<file path="src/rtl/input_debouncer.sv">
// Debouncer for a bounce-prone asynchronous input: synchronizer, confirm FSM,
// registered level with rise/fall pulses, and a saturating count of rejected changes.
//
// state      | meaning
// STABLE_LO  | accepted level 0, waiting for a synchronized 1
// CONFIRM_HI | counting consecutive 1 samples before accepting the rise
// STABLE_HI  | accepted level 1, waiting for a synchronized 0
// CONFIRM_LO | counting consecutive 0 samples before accepting the fall
module input_debouncer #(
    parameter int SYNC_STAGES     = 2,
    parameter int DEBOUNCE_CYCLES = 4,
    parameter int GLITCH_W        = 8
) (
    input  logic                clk,
    input  logic                rst,
    input  logic                a,
    input  logic                glitch_clr,
    output logic                level,
    output logic                rise,
    output logic                fall,
    output logic [GLITCH_W-1:0] glitch_cnt
);

    localparam int CW = $clog2(DEBOUNCE_CYCLES + 1);
    localparam logic [CW-1:0] CNT_ONE  = CW'(1);
    localparam logic [CW-1:0] CNT_LAST = CW'(DEBOUNCE_CYCLES - 1);

    typedef enum logic [1:0] {
        STABLE_LO  = 2'd0,
        CONFIRM_HI = 2'd1,
        STABLE_HI  = 2'd2,
        CONFIRM_LO = 2'd3
    } state_t;

    generate
        if (SYNC_STAGES < 2 || SYNC_STAGES > 4) begin : g_bad_sync
            $error("input_debouncer: SYNC_STAGES must be 2..4");
        end
        if (DEBOUNCE_CYCLES < 1 || DEBOUNCE_CYCLES > 255) begin : g_bad_deb
            $error("input_debouncer: DEBOUNCE_CYCLES must be 1..255");
        end
    endgenerate

    logic [SYNC_STAGES-1:0] sync_q;
    logic                   a_sync;
    state_t                 state;
    logic [CW-1:0]          cnt;
    logic                   glitch_ev;

    always_ff @(posedge clk or negedge rst) begin
        if (!rst) begin
            sync_q <= '0;
        end else begin
            sync_q <= {sync_q[SYNC_STAGES-2:0], a};
        end
    end

    assign a_sync = sync_q[SYNC_STAGES-1];

    // A rejected change is a confirm phase broken by the opposite sample.
    assign glitch_ev = ((state == CONFIRM_HI) && !a_sync) ||
                       ((state == CONFIRM_LO) &&  a_sync);

    always_ff @(posedge clk or negedge rst) begin
        if (!rst) begin
            state <= STABLE_LO;
            cnt   <= '0;
            level <= 1'b0;
            rise  <= 1'b0;
            fall  <= 1'b0;
        end else begin
            rise <= 1'b0;
            fall <= 1'b0;
            case (state)
                STABLE_LO: begin
                    if (a_sync) begin
                        if (DEBOUNCE_CYCLES == 1) begin
                            state <= STABLE_HI;
                            level <= 1'b1;
                            rise  <= 1'b1;
                            cnt   <= '0;
                        end else begin
                            state <= CONFIRM_HI;
                            cnt   <= CNT_ONE;
                        end
                    end
                end
                CONFIRM_HI: begin
                    if (a_sync) begin
                        if (cnt == CNT_LAST) begin
                            state <= STABLE_HI;
                            level <= 1'b1;
                            rise  <= 1'b1;
                            cnt   <= '0;
                        end else begin
                            cnt <= cnt + CNT_ONE;
                        end
                    end else begin
                        state <= STABLE_LO;
                        cnt   <= '0;
                    end
                end
                STABLE_HI: begin
                    if (!a_sync) begin
                        if (DEBOUNCE_CYCLES == 1) begin
                            state <= STABLE_LO;
                            level <= 1'b0;
                            fall  <= 1'b1;
                            cnt   <= '0;
                        end else begin
                            state <= CONFIRM_LO;
                            cnt   <= CNT_ONE;
                        end
                    end
                end
                CONFIRM_LO: begin
                    if (!a_sync) begin
                        if (cnt == CNT_LAST) begin
                            state <= STABLE_LO;
                            level <= 1'b0;
                            fall  <= 1'b1;
                            cnt   <= '0;
                        end else begin
                            cnt <= cnt + CNT_ONE;
                        end
                    end else begin
                        state <= STABLE_HI;
                        cnt   <= '0;
                    end
                end
                default: begin
                    state <= STABLE_LO;
                    cnt   <= '0;
                    level <= 1'b0;
                end
            endcase
        end
    end

    // Clear wins over a coincident glitch; the count sticks at all ones.
    always_ff @(posedge clk or negedge rst) begin
        if (!rst) begin
            glitch_cnt <= '0;
        end else if (glitch_clr) begin
            glitch_cnt <= '0;
        end else if (glitch_ev && (glitch_cnt != {GLITCH_W{1'b1}})) begin
            glitch_cnt <= glitch_cnt + 1'b1;
        end
    end

    a_no_both_edges: assert property (@(posedge clk) disable iff (!rst) !(rise && fall));
    a_rise_level:    assert property (@(posedge clk) disable iff (!rst) rise |-> level);
    a_fall_level:    assert property (@(posedge clk) disable iff (!rst) fall |-> !level);

endmodule

</file>
<file path="config.mk">
export PLATFORM = sky130hd
export DESIGN_NAME = input_debouncer
export DESIGN_NICKNAME = d
export VERILOG_FILES = /design/src/rtl/input_debouncer.sv
export SDC_FILE = /design/constraint.sdc
export NUM_CORES = 1
export LEC_CHECK = 0
export ABC_CLOCK_PERIOD_IN_PS = 1450
export BUFFER_PORTS_ARGS = -buffer_cell sky130_fd_sc_hd__buf_4
export CORE_UTILIZATION = 47
export CTS_CLUSTER_DIAMETER = 200
export DETAILED_ROUTE_END_ITERATION = 16
export PLACE_DENSITY_LB_ADDON = 0.08
export SLEW_MARGIN = 0
export SYNTH_ARGS = -nofsm -noshare
export SYNTH_HDL_FRONTEND = slang
export SYNTH_SLANG_ARGS = --single-unit
</file>
<file path="constraint.sdc">
create_clock -name clk -period 1.45 [get_ports clk]
set_clock_uncertainty 0.1 [all_clocks]
set_input_delay 0.29 -clock clk [delete_from_list [all_inputs] [get_ports clk]]
set_output_delay 0.29 -clock clk [all_outputs]
set_load 0.01 [all_outputs]
</file>
==> impl_metrics.tcl <==
set metrics [dict create \
    final_area_um2 1210 \
    diodes 0 \
    criticalPathCategory "register to register" \
    avgRoutedWirePerCell_um 14.3 \
    drv_slew 0 \
    syn_inst 71 \
    preCtsSetupSlack_ps -150 \
    antenna_found_initial 0 \
    clock.fmax_ghz 0.658 \
    vias_per_cell 5.59 \
    clkLatencyLatePin_ps 300 \
    clock-sinks 18 \
    violations "setup timing" \
    root_buffer "clkbuf_4" \
    pin_count 15 \
    synth_cell_types 27 \
    cts_buffer_depth 2 \
    setup_viol 3 \
    yosysSeqAreaShare_pct 56.7 \
    die_area_um2 1860 \
    drc_errors 0 \
    dieWidth_um 43.1 \
    rsz0062_at_grt "yes" \
    slew_headroom_pct 82.2 \
    grt_first_pass_wirelength_um 2820 \
    synth_area_per_cell_um2 11.2 \
    vias 699 \
    power_w 0.00164 \
    cts-buffers-inserted 3 \
    core-area_um2 1540 \
    cp-start-kind "register" \
    tritoncts "built" \
    hold_viol_final 0 \
    dp_hpwl_um 1160 \
    drt_iter0_markers 9 \
    fp.dieH_um 43.1 \
    drive_gt1_share_pct 50.5 \
    layout_setup_ws_ps -70.9 \
    yosys_warnings 0 \
    area_growth_syn_to_layout_pct 52.6 \
    p_leak_nw 0.561 \
    synth_area_um2 795 \
    crit_fanout 6 \
    cp.required_ps 1590 \
    syn_nets 77 \
    num_rows 14 \
    crit_path_end_kind "register" \
    worst_slew_pin_slew_ps 265 \
    fillerInstances 103 \
    start_util_pct 51.5 \
    status "finished, violations left" \
    slowest_delay_ps 430 \
    vdd_drop_max_mv 0.925 \
    grt_max_degree 19 \
    crit_chain "ha_4, nand3_4, o211ai_4, or4_1, a21oi_2" \
    hp-class "primary input to register" \
    ant_nets 0 \
    crit_slowest_cell "or4_1" \
    wl_um 1790 \
    finalWeightedCongestion 0.754 \
    dr.pass1.iters 4 \
    synth_seq_cells 18 \
    place_area_um2 1030 \
    grt_pass1_vias 677 \
    drv_cap 0 \
    clk_transition_reported_paths_ps 110 \
    htree_levels 1 \
    portBuffers 14 \
    grt_usage_pct 20.9 \
    crit_arrival_ps 1660 \
    period_minus_slack_ps 1520 \
    gr-total-overflow 0 \
    power_density_nw_per_um2 1350 \
    finalCritPeriodShare_pct 105 \
    nets 116 \
]
==> worst paths after layout <==
path | start | to | slack, ps | cells after the start
max in group asynchronous | rst | state[0] | 750 | 2
min in group asynchronous | rst | glitch_cnt[7] | 290 | 2
setup / recovery | glitch_cnt[1] | glitch_cnt[7] | -70 | 5
hold reg to reg | sync_q[0] | sync_q[1] | 260 | 0
hold / removal | glitch_clr | glitch_cnt[5] | 120 | 2
setup reg to reg | glitch_cnt[1] | glitch_cnt[7] | -70 | 5
==> layout make-up <==
cell class | count | area [µm²] | share of cell area (%)
multi-input cells | 49 | 422 | 34.8
flip-flops and latches | 18 | 452 | 37.3
well taps | 16 | 20.0 | 1.65
repair buffers | 35 | 272 | 22.4
clock buffers | 4 | 36.3 | 2.99
inverters | 3 | 11.3 | 0.929
==> kinds of logic (layout without fill, tap and decap cells) <==
kind of cell               count (synthesis)  in the layout  share of synthesized area, %
DFF                                       18             18                          56.7
muxes                                      2              2                          2.68
and+or+nand+nor                           26             26                          18.0
adders and majority gates                  2              2                          3.15
AOI/OAI and AO/OA                         15             16                          12.0
buffers and inverters                      5             42                          3.31
xor gates and xnor gates                   3              3                          4.25
==> cells in the mapped netlist <==
cell type	number	area, µm²
dfrtp_1	18	450
a21oi_1	6	30.0
nor2_1	5	18.8
nand2_1	4	15.0
nand3_1	4	20.0
inv_1	3	11.3
o21ai_0	3	15.0
or3_1	3	18.8
ha_1	2	25.0
nand4_1	2	12.5
nor3b_1	2	15.0
o31ai_1	2	15.0
or4_1	2	15.0
xor2_1	2	17.5
a211oi_1	1	7.51
and2_1	1	6.26
and4_1	1	8.76
buf_1	1	3.75
buf_6	1	11.3
mux2_2	1	11.3
mux2i_1	1	10.0
nand3b_1	1	7.51
nor3_1	1	5.00
o211ai_2	1	12.5
o21a_1	1	7.51
o21bai_1	1	7.51
xnor2_2	1	16.3
==> routing by layer <==
metal	wire length (µm)	GRT usage (%)	vias up	part of all wire [%]
li1	-	-	337	-
met1	807	26.1	338	45
met2	882	33.1	18	49
met3	64	3.40	6	3.6
met4	38	13.3	0	2.1
met5	0	0	-	0
==> layout by cell type (no fill, tap or decap), drive strengths merged <==
master       instances
dlygate4sd3          2
nand2                4
xnor2                1
mux2                 1
nor2                 5
nor3b                2
dfrtp               18
or4                  2
nor3                 1
nand4                2
o21a                 1
clkbuf               4
and4                 1
nand3                4
inv                  3
a21oi                6
a211oi               1
o21ai                3
mux2i                1
o31ai                2
and2                 1
xor2                 2
nand3b               1
o21bai               1
o211ai               2
ha                   2
buf                 33
or3                  3
==> repair_timing <==
| item | in CTS | in global routing |
|---|---|---|
| pin swaps | 5 | 7 |
| resized for setup | 3 | 17 |
| buffers inserted | 2 | 1 |
| hold buffers | 2 | 0 |
| cloned | 1 | 0 |
| endpoints found under the hold margin | 19 | 0 |
| setup endpoints to repair | 7 | 9 |
==> report_power, final <==
group          switching, W  leakage (nW)  internal [W]  total [W]
logic              0.000299         0.304      0.000345   0.000644
registers         0.0000888         0.236      0.000593   0.000682
clock network      0.000159        0.0210      0.000153   0.000312
total              0.000547         0.561       0.00109    0.00164
==> stage by stage <==
step	instances	utilization [%]	setup TNS (ps)	hold slack (ps)
floorplan	71	-	-437	-106
global placement	115	67.0	-269	65.6
detailed placement	115	67.0	-567	67.5
CTS	124	73.5	-133	90.4
global route	125	78.7	-541	122
finish	125	78.7	-172	117
==> worst max-delay path, delay by kind of cell (launching register included) <==
family / cells / cell delay, ps
simple gates: 2 / 530
flops: 1 / 420
compound gates: 2 / 220
fa+ha+maj: 1 / 180
==> flip-flops by register name (all words and copies together), names as in the netlist, named ones only <==
register and flops:
glitch_cnt 8, cnt 3, sync_q 2, fall 1, level 1, rise 1, state 1
Note: power is estimated with default switching activity, not from simulation.
